==> config.mk <==
export PLATFORM = sky130hd
export DESIGN_NAME = mod_n_sync_counter_flat
export DESIGN_NICKNAME = d
export VERILOG_FILES = /design/src/rtl/mod_n_sync_counter_if.sv /design/src/rtl/mod_n_sync_counter.sv /design/src/flat_wrapper.sv
export SDC_FILE = /design/constraint.sdc
export NUM_CORES = 1
export LEC_CHECK = 0
export BUFFER_PORTS_ARGS = -buffer_cell sky130_fd_sc_hd__buf_2
export CORE_AREA = 2 2 39 41
export DETAILED_ROUTE_END_ITERATION = 16
export DIE_AREA = 0 0 41 43
export SYNTH_ARGS = -nofsm -noshare
export SYNTH_HDL_FRONTEND = slang
export SYNTH_SLANG_ARGS = --single-unit
==> constraint.sdc <==
create_clock -name clk -period 2.09 [get_ports clk]
set_input_delay 0.418 -clock clk [delete_from_list [all_inputs] [get_ports clk]]
set_output_delay 0.418 -clock clk [all_outputs]
set_load 0.1 [all_outputs]
==> src/rtl/mod_n_sync_counter_if.sv <==
// Control and status bundle for mod_n_sync_counter.
// The DIR signal exists only when COUNTER_DOWN_EN is defined.
interface mod_n_sync_counter_if #(
    parameter int WIDTH = 4
);
    // Control inputs are plain levels sampled on every rising clock edge; there is no
    // valid/ready handshake, and status outputs are valid for the whole cycle after that edge.
    logic             pause;
    logic             load;
    logic [WIDTH-1:0] d;
`ifdef COUNTER_DOWN_EN
    logic             dir;
`endif
    logic [WIDTH-1:0] q;
    logic             carry;
    logic             done;

`ifdef COUNTER_DOWN_EN
    modport master (output pause, load, d, dir, input q, carry, done);
    modport slave  (input pause, load, d, dir, output q, carry, done);
`else
    modport master (output pause, load, d, input q, carry, done);
    modport slave  (input pause, load, d, output q, carry, done);
`endif
endinterface

==> src/rtl/mod_n_sync_counter.sv <==
// Synchronous modulo-N counter with load, pause, wrap/one-shot modes and a registered carry.
// Define COUNTER_DOWN_EN to add the DIR input and down counting.
module mod_n_sync_counter #(
    parameter int     WIDTH   = 4,
    parameter longint MODULUS = 16,
    parameter bit     ONESHOT = 1'b0
) (
    input  logic                 clk,
    input  logic                 rst,
    mod_n_sync_counter_if.slave  bus,
    output logic                 state_dbg
);
    typedef enum logic {
        ST_RUN  = 1'b0,
        ST_STOP = 1'b1
    } state_t;

    // One bit wider than the count so MODULUS = 2**WIDTH is representable.
    localparam logic [WIDTH:0]   MOD_EXT = (WIDTH+1)'(MODULUS);
    localparam logic [WIDTH-1:0] TOP     = WIDTH'(MODULUS - 1);

    state_t           state, state_next;
    logic [WIDTH-1:0] q_reg, q_next;
    logic             carry_reg, carry_next;
    logic [WIDTH-1:0] term, wrap_val, step_val;

    always_ff @(posedge clk) begin : state_reg
        if (rst) begin
            state     <= ST_RUN;
            q_reg     <= '0;
            carry_reg <= 1'b0;
        end else begin
            state     <= state_next;
            q_reg     <= q_next;
            carry_reg <= carry_next;
        end
    end

    always_comb begin : next_state
        q_next     = q_reg;
        carry_next = 1'b0;
        state_next = state;
        term       = TOP;
        wrap_val   = '0;
        step_val   = q_reg + WIDTH'(1);
`ifdef COUNTER_DOWN_EN
        if (bus.dir) begin
            term     = '0;
            wrap_val = TOP;
            step_val = q_reg - WIDTH'(1);
        end
`endif
        if (bus.load) begin
            q_next     = ({1'b0, bus.d} < MOD_EXT) ? bus.d : TOP;
            state_next = ST_RUN;
        end else if (state == ST_STOP || bus.pause) begin
            // hold: count and stop flag keep their value, carry drops
        end else if (q_reg == term) begin
            carry_next = 1'b1;
            if (ONESHOT) begin
                state_next = ST_STOP;
            end else begin
                q_next = wrap_val;
            end
        end else begin
            q_next = step_val;
        end
    end

    always_comb begin : outputs
        bus.q     = q_reg;
        bus.carry = carry_reg;
        bus.done  = ONESHOT && (state == ST_STOP);
        state_dbg = state;
    end
endmodule

==> src/flat_wrapper.sv <==
// flat-port wrapper written by rule: the top's interface ports become plain ports
module mod_n_sync_counter_flat 
#(
    parameter int     WIDTH   = 4,
    parameter longint MODULUS = 16,
    parameter bit     ONESHOT = 1'b0
)
  (clk, rst, state_dbg, bus_pause, bus_load, bus_d, bus_q, bus_carry, bus_done);
  mod_n_sync_counter_if #(.WIDTH(WIDTH)) bus_i ();
  input  logic clk;
  input  logic rst;
  output logic state_dbg;
  input wire logic [$bits(bus_i.pause)-1:0] bus_pause;
  input wire logic [$bits(bus_i.load)-1:0] bus_load;
  input wire logic [$bits(bus_i.d)-1:0] bus_d;
  output wire logic [$bits(bus_i.q)-1:0] bus_q;
  output wire logic [$bits(bus_i.carry)-1:0] bus_carry;
  output wire logic [$bits(bus_i.done)-1:0] bus_done;
  assign bus_i.pause = bus_pause;
  assign bus_i.load = bus_load;
  assign bus_i.d = bus_d;
  assign bus_q = bus_i.q;
  assign bus_carry = bus_i.carry;
  assign bus_done = bus_i.done;
  mod_n_sync_counter #(.WIDTH(WIDTH), .MODULUS(MODULUS), .ONESHOT(ONESHOT)) u_core (.clk(clk), .rst(rst), .bus(bus_i), .state_dbg(state_dbg));
endmodule
## After elaboration in Yosys (flattened, before gate mapping)

Index checks and enable logic that the tools add are counted.
W data, S select, Z words.

- Register bits after elaboration: 5
- Bits in latches: 0
- Bits in writable memories: 0
- Memory bits (read-only): 0
- Word-level logic and storage cells: 10
- Memories kept: 0

- Add/subtract/negate cells: 1
- $mul: 0
- Div/mod/pow operators: 0
- Magnitude comparators: 0
- Eq/ne operators: 2
- Shift operators: 0
- Multiplexer cells: 4
- Bitwise gates (word level): 0
- Reduce and logical (&&, ||, !) cells: 1

Operators by type and width:

| operator | number |
|---|---|
| $mux W4 | 3 |
| $add A4 B1 Y4 const B | 1 |
| $eq A4 B4 Y1 const B | 1 |
| $reduce_or A3 Y1 | 1 |
| $ne A2 B2 Y1 const B | 1 |
| $mux W1 | 1 |

## Depth between registers and ports, before layout

Gate-level depths: netlist (run 1).

- Word-level depth: 4
- Mapped depth: 4

## Worst setup path after synthesis (run 1)

No wires, ideal clock.

- Kind: register -> register
- Start point: register u_core.q_reg[0] (netlist: u_core.bus.q[0])
- End point: register u_core.q_reg[1] (netlist: u_core.bus.q[1])
- Library setup time: 0.116 ns
- Arrival time: 1.721 ns
- Data required time: 1.974 ns
- Path slack: 0.253 ns
- Stages on the path, launching flop included: 5
- Buffers on the path: 0
- Clock period less this slack: 1.837 ns
- Cells stage by stage: dfxtp_1 > ha_1 > mux2_2 > nand2_1 > a21oi_1

- Word-level cells in the longest chain between the ends: 4
- Elaborated cells between the ends (all ways): 5
- Classes of those cells: 1 x add/sub; 1 x eq/ne; 3 x mux

Ends and longest elaborated chain:

| what | line | source |
|---|---|---|
| start: declaration | mod_n_sync_counter.sv:23 | `logic [WIDTH-1:0] q_reg, q_next;` |
| start signal: assignment | mod_n_sync_counter.sv:34 | `q_reg <= q_next;` |
| $add A4 B1 Y4 / $eq A4 B4 Y1 (equally long branches) | mod_n_sync_counter.sv:45, mod_n_sync_counter.sv:58 |  |
| $mux W4 (*) | mod_n_sync_counter.sv:58 | `end else if (q_reg == term) begin` |
| $mux W4 (*) | mod_n_sync_counter.sv:56 | `end else if (state == ST_STOP \|\| bus.pause) begin` |
| $mux W4 (*) | mod_n_sync_counter.sv:53 | `if (bus.load) begin` |

Every way passes the cells marked *; elsewhere a longest branch is shown, timed or not. The select of a mux whose other input is x is not followed.
A chain may end at the register's enable or synchronous reset.

## Worst setup path in the final report (run 1)

- Start point: register u_core.q_reg[2] (netlist: u_core.bus.q[2])
- End point: output port bus_q[2]

RTL lines:

| what | line | source |
|---|---|---|
| end: declaration | flat_wrapper.sv:16 | `output wire logic [$bits(bus_i.q)-1:0] bus_q;` |

No word-level cell between the ends.

==> out/qor.yml, run 1 <==
placement:
  port_buffers: 12
  place_congestion: 0.731
  place_ws_ns: 0.751
floorplanning:
  die_height_um: 43
  std_cell_rows: 14
  initial_core_util_pct: 19.5
  die-area_mm2: 0.00176
  ios: 15
  core_mm2: 0.00138
  die_w_um: 41
synth:
  synth_area_um2: 270
  ys_async_sr_fraction_pct: 0
  ys_warn_count: 0
  synth_top_cell_by_area: "dfxtp_1"
  postSynthAreaPerCell_um2: 8.45
  synth_common_cells: "dfxtp_1 (5), nand2_1 (4), a21oi_1 (3), nor2_1 (3)"
  yosysTopAreaCellShare_pct: 37.0
  seq_area_frac_synth_pct: 37.0
  synth_edf_count: 0
  synthCells: 32
  yosysMostFrequentCell: "dfxtp_1"
  synth.ff_latch_count: 5
  synthTopCellsByArea: "dfxtp_1 (37%), a21oi_1 (5.6%), buf_4 (5.6%), nand2_1 (5.6%), nand2b_4 (5.1%)"
  synth_cell_types: 19
  synthFlopType: "dfxtp_1"
power:
  ir_drop_v: 0.000371
  power_frac_comb_pct: 29.2
  p_sw_mw: 0.120
  swShare_pct: 38.2
  leakagePower_nw: 0.177
  power_density_mw_per_mm2: 857
  seqPwrFrac_pct: 34.8
  p_int_mw: 0.194
  clkPwrFrac_pct: 36.1
layout:
  final_net_count: 57
  largest_reg_flops: 4
  antennaDiodeCount: 0
  syn_to_final_growth_pct: 35.2
  layout-drive-gt1-share_pct: 38.3
  fill_cells: 150
sta:
  hold_violations: 0
  setup_viol_count_final: 0
  grt_setup_unrepaired: "no"
  min_period_ns: 1.55
  fmax_ghz: 0.645
  report.final.slew_viol_count: 0
  setup_slack_ns: 0.540
  skew_ns: 0.00215
  tns_ns: 0
  period_share_pct: 74.2
detailed_routing:
  wirelength_um: 549
  drc: 0
  drt_iter0_drc: 1
  firstDrtPassIters: 2
  vias_per_cell: 4.14
  antenna_left: 0
  wl_per_cell_um: 8.71
  num_vias: 261
worst_setup_path:
  reg2regPathDepth: 4
  rr_endpoint: "u_core.bus.q[2]"
  ff2ff_setup_slack_ns: 0.89
  worst-endpoint-arrival_ns: 1.13
  crit_slowest_cell: "buf_2"
  path_delay_family: "buffers and inverters"
  cp.required_ns: 1.67
  max_stage_delay_ns: 0.47
  cp_max_fo: 4
  cp_num_buf_inv: 1
  crit-reg2reg-launch: "u_core.bus.q[0]"
  cp-start-kind: "flip-flop"
  crit_type: "flip-flop to output port"
  crit_chain: "buf_2"
  endpoint_kind: "output port"
worst_hold_path:
  min_to: "u_core.bus.carry"
  hold_path_depth: 2
  hp-class: "input pin to flip-flop"
  min_from: "bus_load"
clocking:
  root_buffer: "clkbuf_4"
  cts_tree: "done"
  cts_num_sinks: 5
  clk_pin_slew_ns: 0.04
  cts-htree-levels: 1
  postCtsSetupBuffers: 0
  clk_latency_ns: 0.24
  cts_resized: 0
  clock_path_buffers: 2
  cts_hold_buf: 0
  cts-buffers-inserted: 3
global_routing:
  track_usage_pct: 8.63
  grt_pass1_vias: 238
  grt_pass1_wl_um: 959
  overflow: 0
  antenna_found_initial: 0
  grt_max_degree: 7
flow_run:
  max-cap-violations: 0
run_status:
  status: "finished, final reports clean"
-- worst max-delay path by stage --
stage | to | startpoint | slack, ns | cells after the start
2_1_floorplan | u_core.bus.q[1] | u_core.bus.q[0] | 0.25 | 4
6_report | bus_q[2] | u_core.bus.q[2] | 0.54 | 1
5_1_grt | bus_q[2] | u_core.bus.q[2] | 0.47 | 1
3_3_place_gp | u_core.bus.q[3] | bus_pause | 0.78 | 4
4_1_cts | bus_q[2] | u_core.bus.q[2] | 0.52 | 1
3_5_place_dp | u_core.bus.q[3] | bus_pause | 0.75 | 4
-- area by class of cell --
type	count	area (um2)	share of cell area [%]
clock buffer	4	26.3	7.19
multi-input combinational	24	151	41.4
sequential	5	100	27.4
inverter	2	7.51	2.05
timing repair buffer	12	60.1	16.4
tap	16	20.0	5.48
-- routing by layer --
metal  wire, um  part of all wire [%]  track usage [%]  up-vias
met3         87                    16             9.42        0
met1        224                    41             10.6      109
met2        236                    43             10.9       15
met4          0                     0                0        0
met5          0                     0                0        -
li1           -                     -                -      137
-- cell families after synthesis --
logic type	Yosys count	synth area share (%)
AOI/OAI and AO/OA	7	16.7
xor gates and xnor gates	1	3.24
adders and majority gates	1	4.63
buffers and inverters	4	8.33
DFF	5	37.0
muxes	1	4.17
other	1	1.39
and+or+nand+nor	12	24.5
-- cell usage in the layout (no fill, tap or decap) --
cell type	n
a211oi_1	1
a21oi_1	3
a221oi_1	1
a311oi_1	1
and2b_2	1
buf_2	12
clkbuf_1	1
clkbuf_4	3
conb_1	2
dfxtp_1	5
ha_1	1
inv_1	2
mux2_2	1
nand2_1	4
nand2b_4	1
nand3_1	1
nor2_1	3
nor4_1	1
o21ai_0	1
or3_1	1
xnor2_1	1
-- power by group through the flow --
stage / combinational (mW) / clock, mW / sequential, mW
2_1_floorplan: 0.0361 / 0 / 0.151
3_3_place_gp: 0.0908 / 0 / 0.111
3_5_place_dp: 0.0918 / 0 / 0.111
4_1_cts: 0.0920 / 0.120 / 0.109
5_1_grt: 0.0972 / 0.132 / 0.110
6_report: 0.0914 / 0.113 / 0.109
-- stage by stage --
| step | cell area, um2 | cells | util (%) | total power, mW | hold WS (ns) |
|---|---|---|---|---|---|
| after floorplan | 274 | 33 | - | 0.187 | 0.487 |
| after detailed placement | 339 | 59 | 24.5 | 0.203 | 0.529 |
| after global placement | 339 | 59 | 24.5 | 0.201 | 0.514 |
| after global routing | 365 | 63 | 26.4 | 0.338 | 0.412 |
| after CTS | 365 | 63 | 26.4 | 0.321 | 0.396 |
| final | 365 | 63 | 26.4 | 0.313 | 0.404 |
Note: power is estimated with default switching activity, not from simulation.
==> run 2, diff against run 1 <==
==> constraint.sdc (replaced) <==
create_clock -name clk -period 1.4 [get_ports clk]
set_input_delay 0.28 -clock clk [delete_from_list [all_inputs] [get_ports clk]]
set_output_delay 0.28 -clock clk [all_outputs]
set_load 0.1 [all_outputs]
==> run 2 against run 1 <==
Hold slack worse by 0.15 ns. Via count down 4.2%. First-iteration DRC count grew to 3.0 times the previous value. Setup slack worse by 0.45 ns. Clock power increased by 51%. Critical endpoint is now bus_q[0]. Largest cell class unchanged. Largest power group unchanged.
==> out/qor.yml, run 2 (synthesized netlist as in run 1, its figures left out) <==
detailed_routing:
  met1_length_um: 261
  vias_per_cell: 3.97
  num_vias: 250
  firstDrtPassIters: 3
  wl_per_cell_um: 8.41
  top_layer: "met4"
  drt_iter0_drc: 3
  drc: 0
  route.met3.wl_um: 64
  wl_met2_um: 194
  wirelength_um: 530
  antenna_left: 0
placement:
  place_congestion: 0.755
  place_ws_ns: 0.195
  port_buffers: 12
worst_setup_path:
  crit_chain: "buf_2"
  worst-endpoint-arrival_ns: 1.03
  max_stage_delay_ns: 0.42
  rr_endpoint: "u_core.bus.q[2]"
  cp_max_fo: 6
  reg2regPathDepth: 4
  worst-path-stages: 1
  cp_num_buf_inv: 1
  startpoint: "u_core.bus.q[0]"
  crit_path_end: "bus_q[0]"
  cp.required_ns: 1.12
  path_delay_family: "buffers and inverters"
  cp-start-kind: "flip-flop"
  endpoint_kind: "output port"
  ff2ff_setup_slack_ns: 0.22
  crit_type: "flip-flop to output port"
  crit-reg2reg-launch: "u_core.bus.q[0]"
  crit_slowest_cell: "buf_2"
sta:
  report.final.slew_viol_count: 0
  hold_violations: 0
  tns_ns: 0
  setup_viol_count_final: 0
  hold_ws_ns: 0.256
  min_period_ns: 1.31
  skew_ns: 0.00306
  grt_setup_unrepaired: "no"
  setup_slack_ns: 0.0904
  period_share_pct: 93.5
  fmax_ghz: 0.764
worst_hold_path:
  hp-class: "input pin to flip-flop"
power:
  power_density_mw_per_mm2: 1220
  ir_drop_v: 0.000540
  total_power_mw: 0.478
  leakagePower_nw: 0.182
clocking:
  clk_pin_slew_ns: 0.04
  cts_tree: "done"
  cts_hold_buf: 0
  cts_resized: 0
  clock_path_buffers: 2
  clk_latency_ns: 0.25
  cts_num_sinks: 5
  root_buffer: "clkbuf_4"
  cts-htree-levels: 1
  cts-buffers-inserted: 3
  postCtsSetupBuffers: 0
layout:
  multi_input_area_um2: 151
  largest_reg_flops: 4
  most-common-layout-cells: "buf_2 (11), nand2_1 (4), a21oi_1 (3), nor2_1 (3), clkbuf_4 (3)"
  antennaDiodeCount: 0
  layout-drive-gt1-share_pct: 46.8
  ff_latch_area_um2: 110
  final_net_count: 57
  layout_commonest_cell: "buf_2"
  utilization_pct: 28.2
  syn_to_final_growth_pct: 44.4
  fill_cells: 145
floorplanning:
  die_w_um: 41
  die_height_um: 43
  initial_core_util_pct: 19.5
  die-area_mm2: 0.00176
  std_cell_rows: 14
  core_mm2: 0.00138
  ios: 15
global_routing:
  antenna_found_initial: 0
  track_usage_pct: 8.63
  grt_pass1_vias: 225
  grt_max_degree: 7
  overflow: 0
  grt_pass1_wl_um: 883
flow_run:
  max-cap-violations: 0
run_status:
  status: "finished, final reports clean"
## run 2: cell count changes in the layout (fill, tap and decap cells not counted)
cell,previous run,this run
dfxtp_1,5,1
dfxtp_2,0,2
buf_2,12,11
buf_12,0,1
dfxtp_4,0,2
## run 2: how the worst min path moves through the flow
| stage | slack (ns) | from | end | cells after the start |
|---|---|---|---|---|
| 3_3_place_gp | 0.50 | u_core.bus.q[3] | u_core.bus.q[3] | 2 |
| 3_5_place_dp | 0.50 | rst | u_core.bus.q[1] | 2 |
| 6_report | 0.26 | rst | u_core.bus.q[1] | 2 |
| 2_1_floorplan | 0.34 | rst | u_core.bus.q[1] | 1 |
| 5_1_grt | 0.26 | rst | u_core.bus.q[2] | 2 |
| 4_1_cts | 0.24 | rst | u_core.bus.q[1] | 2 |
## run 2: layer usage
layer,global-route usage [%],vias up
li1,-,138
met3,7.85,2
met1,9.32,97
met5,0,-
met2,9.38,13
met4,8.00,0
## run 2: per-stage QoR
stage                     cells  cell area, um2
after floorplan              33             284
after global placement       59             364
after detailed placement     59             364
after CTS                    63             390
after global routing         63             390
final                        63             390
## run 2: final cells by class
type	count	share of cell area (%)
clock buffer	4	6.73
inverter	2	1.92
multi-input combinational	24	38.8
sequential	5	28.2
tap	16	5.13
timing repair buffer	12	19.2
## run 2: power breakdown
part	total (mW)	leakage (nW)	internal, mW	switching [mW]
Clock	0.171	0.0150	0.108	0.0631
Combinational	0.143	0.124	0.0359	0.107
Sequential	0.164	0.0431	0.152	0.0121
## run 2: worst reg2reg max path, delay by kind of cell, from the launching register on
| kind | cells | cell delay [ns] |
|---|---|---|
| adder cells (fa/ha/maj) | 1 | 0.21 |
| AO/OA/AOI/OAI | 1 | 0.22 |
| AND/OR/NAND/NOR | 1 | 0.20 |
| XOR/XNOR | 1 | 0.11 |
| flip-flops | 1 | 0.35 |
==> run 3, diff against run 2 <==
--- a/config.mk
+++ b/config.mk
@@ -5,7 +5,7 @@
 export SDC_FILE = /design/constraint.sdc
 export NUM_CORES = 1
 export LEC_CHECK = 0
-export BUFFER_PORTS_ARGS = -buffer_cell sky130_fd_sc_hd__buf_2
+export BUFFER_PORTS_ARGS = -buffer_cell sky130_fd_sc_hd__buf_4
 export CORE_AREA = 2 2 39 41
 export DETAILED_ROUTE_END_ITERATION = 16
 export DIE_AREA = 0 0 41 43
==> run 3 against run 2 <==
Via count rose by 6.0%. Die area did not move. Final area rose by 3.8%. First-iteration DRC count rose to 3.3 times the previous value. Register-to-register slack barely moved. Combinational power rose by 3%. Global-route usage rose by 0.90 points. Wire length rose by 8.3%. Utilization rose by 1.1 points. Setup slack improved by 0.10 ns. Clock skew rose by 0.00051 ns. Critical path depth did not move. Critical path type unchanged. Highest routed layer is now met3.
==> out/qor.yml, run 3 (synthesized netlist as in run 1, its figures left out) <==
run_status:
  status: "finished, final reports clean"
detailed_routing:
  vias_per_cell: 4.21
  wirelength_um: 574
  drt_iter0_drc: 10
  firstDrtPassIters: 2
  drc: 0
  num_vias: 265
  antenna_left: 0
  wl_per_cell_um: 9.11
layout:
  antennaDiodeCount: 0
  fill_cells: 157
  layout_commonest_cell: "buf_4"
  final_net_count: 57
  syn_to_final_growth_pct: 50.0
  layout-drive-gt1-share_pct: 46.8
  largest_reg_flops: 4
  utilization_pct: 29.3
  most-common-layout-cells: "buf_4 (12), nand2_1 (4), a21oi_1 (3), nor2_1 (3), clkbuf_4 (3)"
floorplanning:
  die_w_um: 41
  initial_core_util_pct: 19.5
  core_mm2: 0.00138
  die_height_um: 43
  die-area_mm2: 0.00176
  ios: 15
  std_cell_rows: 14
power:
  leakagePower_nw: 0.186
  ir_drop_v: 0.000396
  power_density_mw_per_mm2: 1190
clocking:
  cts-htree-levels: 1
  clk_pin_slew_ns: 0.05
  cts_tree: "done"
  cts-buffers-inserted: 3
  cts_hold_buf: 0
  cts_num_sinks: 5
  root_buffer: "clkbuf_4"
  cts_resized: 0
  clock_path_buffers: 2
  postCtsSetupBuffers: 0
  clk_latency_ns: 0.25
placement:
  port_buffers: 12
  place_congestion: 0.771
sta:
  grt_setup_unrepaired: "no"
  hold_ws_ns: 0.223
  report.final.slew_viol_count: 0
  fmax_ghz: 0.829
  skew_ns: 0.00356
  min_period_ns: 1.21
  hold_violations: 0
  setup_viol_count_final: 0
  tns_ns: 0
  period_share_pct: 86.2
worst_setup_path:
  cp-start-kind: "flip-flop"
  cp_num_buf_inv: 1
  ff2ff_setup_slack_ns: 0.21
  crit_chain: "buf_4"
  cp_max_fo: 4
  endpoint_kind: "output port"
  worst-endpoint-arrival_ns: 0.93
  reg2regPathDepth: 4
  path_delay_family: "flip-flops"
  rr_endpoint: "u_core.bus.q[2]"
  crit_type: "flip-flop to output port"
  crit_slowest_cell: "dfxtp_2"
  max_stage_delay_ns: 0.37
  cp.required_ns: 1.12
  crit-reg2reg-launch: "u_core.bus.q[0]"
global_routing:
  grt_pass1_wl_um: 1020
  overflow: 0
  grt_max_degree: 7
  antenna_found_initial: 0
  track_usage_pct: 9.54
  grt_pass1_vias: 257
flow_run:
  max-cap-violations: 0
worst_hold_path:
  min_to: "u_core.bus.q[1]"
  hp-class: "input pin to flip-flop"
  hold_path_depth: 2
  min_from: "rst"
-- run 3: how the worst max path moves through the flow --
stage,start,endpoint,slack [ns],cells after the start
floorplan,u_core.bus.q[2],u_core.bus.q[3],0.02,3
global placement,bus_pause,u_core.bus.q[3],0.23,4
detailed placement,bus_pause,u_core.bus.q[3],0.20,4
CTS,u_core.bus.q[2],bus_q[2],0.18,1
global route,u_core.bus.q[2],bus_q[2],0.15,1
finish,u_core.bus.q[2],bus_q[2],0.19,1
-- run 3: metal layers --
layer,global-route usage (%),part of all wire [%]
met1,11.3,42
met2,11.3,42
met4,4.00,0
met5,0,0
met3,9.42,16
-- run 3: area by class of cell --
class                      count  area, um2  share of cell area, %
clock buffer                   4       26.3                   6.48
multi-input combinational     24        151                   37.3
timing repair buffer          12       90.1                   22.2
inverter                       2       7.51                   1.85
sequential                     5        110                   27.2
tap                           16       20.0                   4.94
-- run 3: power by group --
group	total (mW)	switching (mW)	internal [mW]	leakage, nW
combinational	0.147	0.107	0.0400	0.127
sequential	0.163	0.0114	0.152	0.0431
clock	0.171	0.0634	0.108	0.0150
total	0.482	0.182	0.300	0.186
-- run 3: metrics by stage --
stage | cells | total power, mW | instance area [um2] | setup slack [ns]
4_1_cts | 63 | 0.490 | 405 | 0.184
6_report | 63 | 0.482 | 405 | 0.193
2_1_floorplan | 33 | 0.279 | 284 | 0.0200
3_3_place_gp | 59 | 0.312 | 379 | 0.227
5_1_grt | 63 | 0.521 | 405 | 0.147
3_5_place_dp | 59 | 0.314 | 379 | 0.202
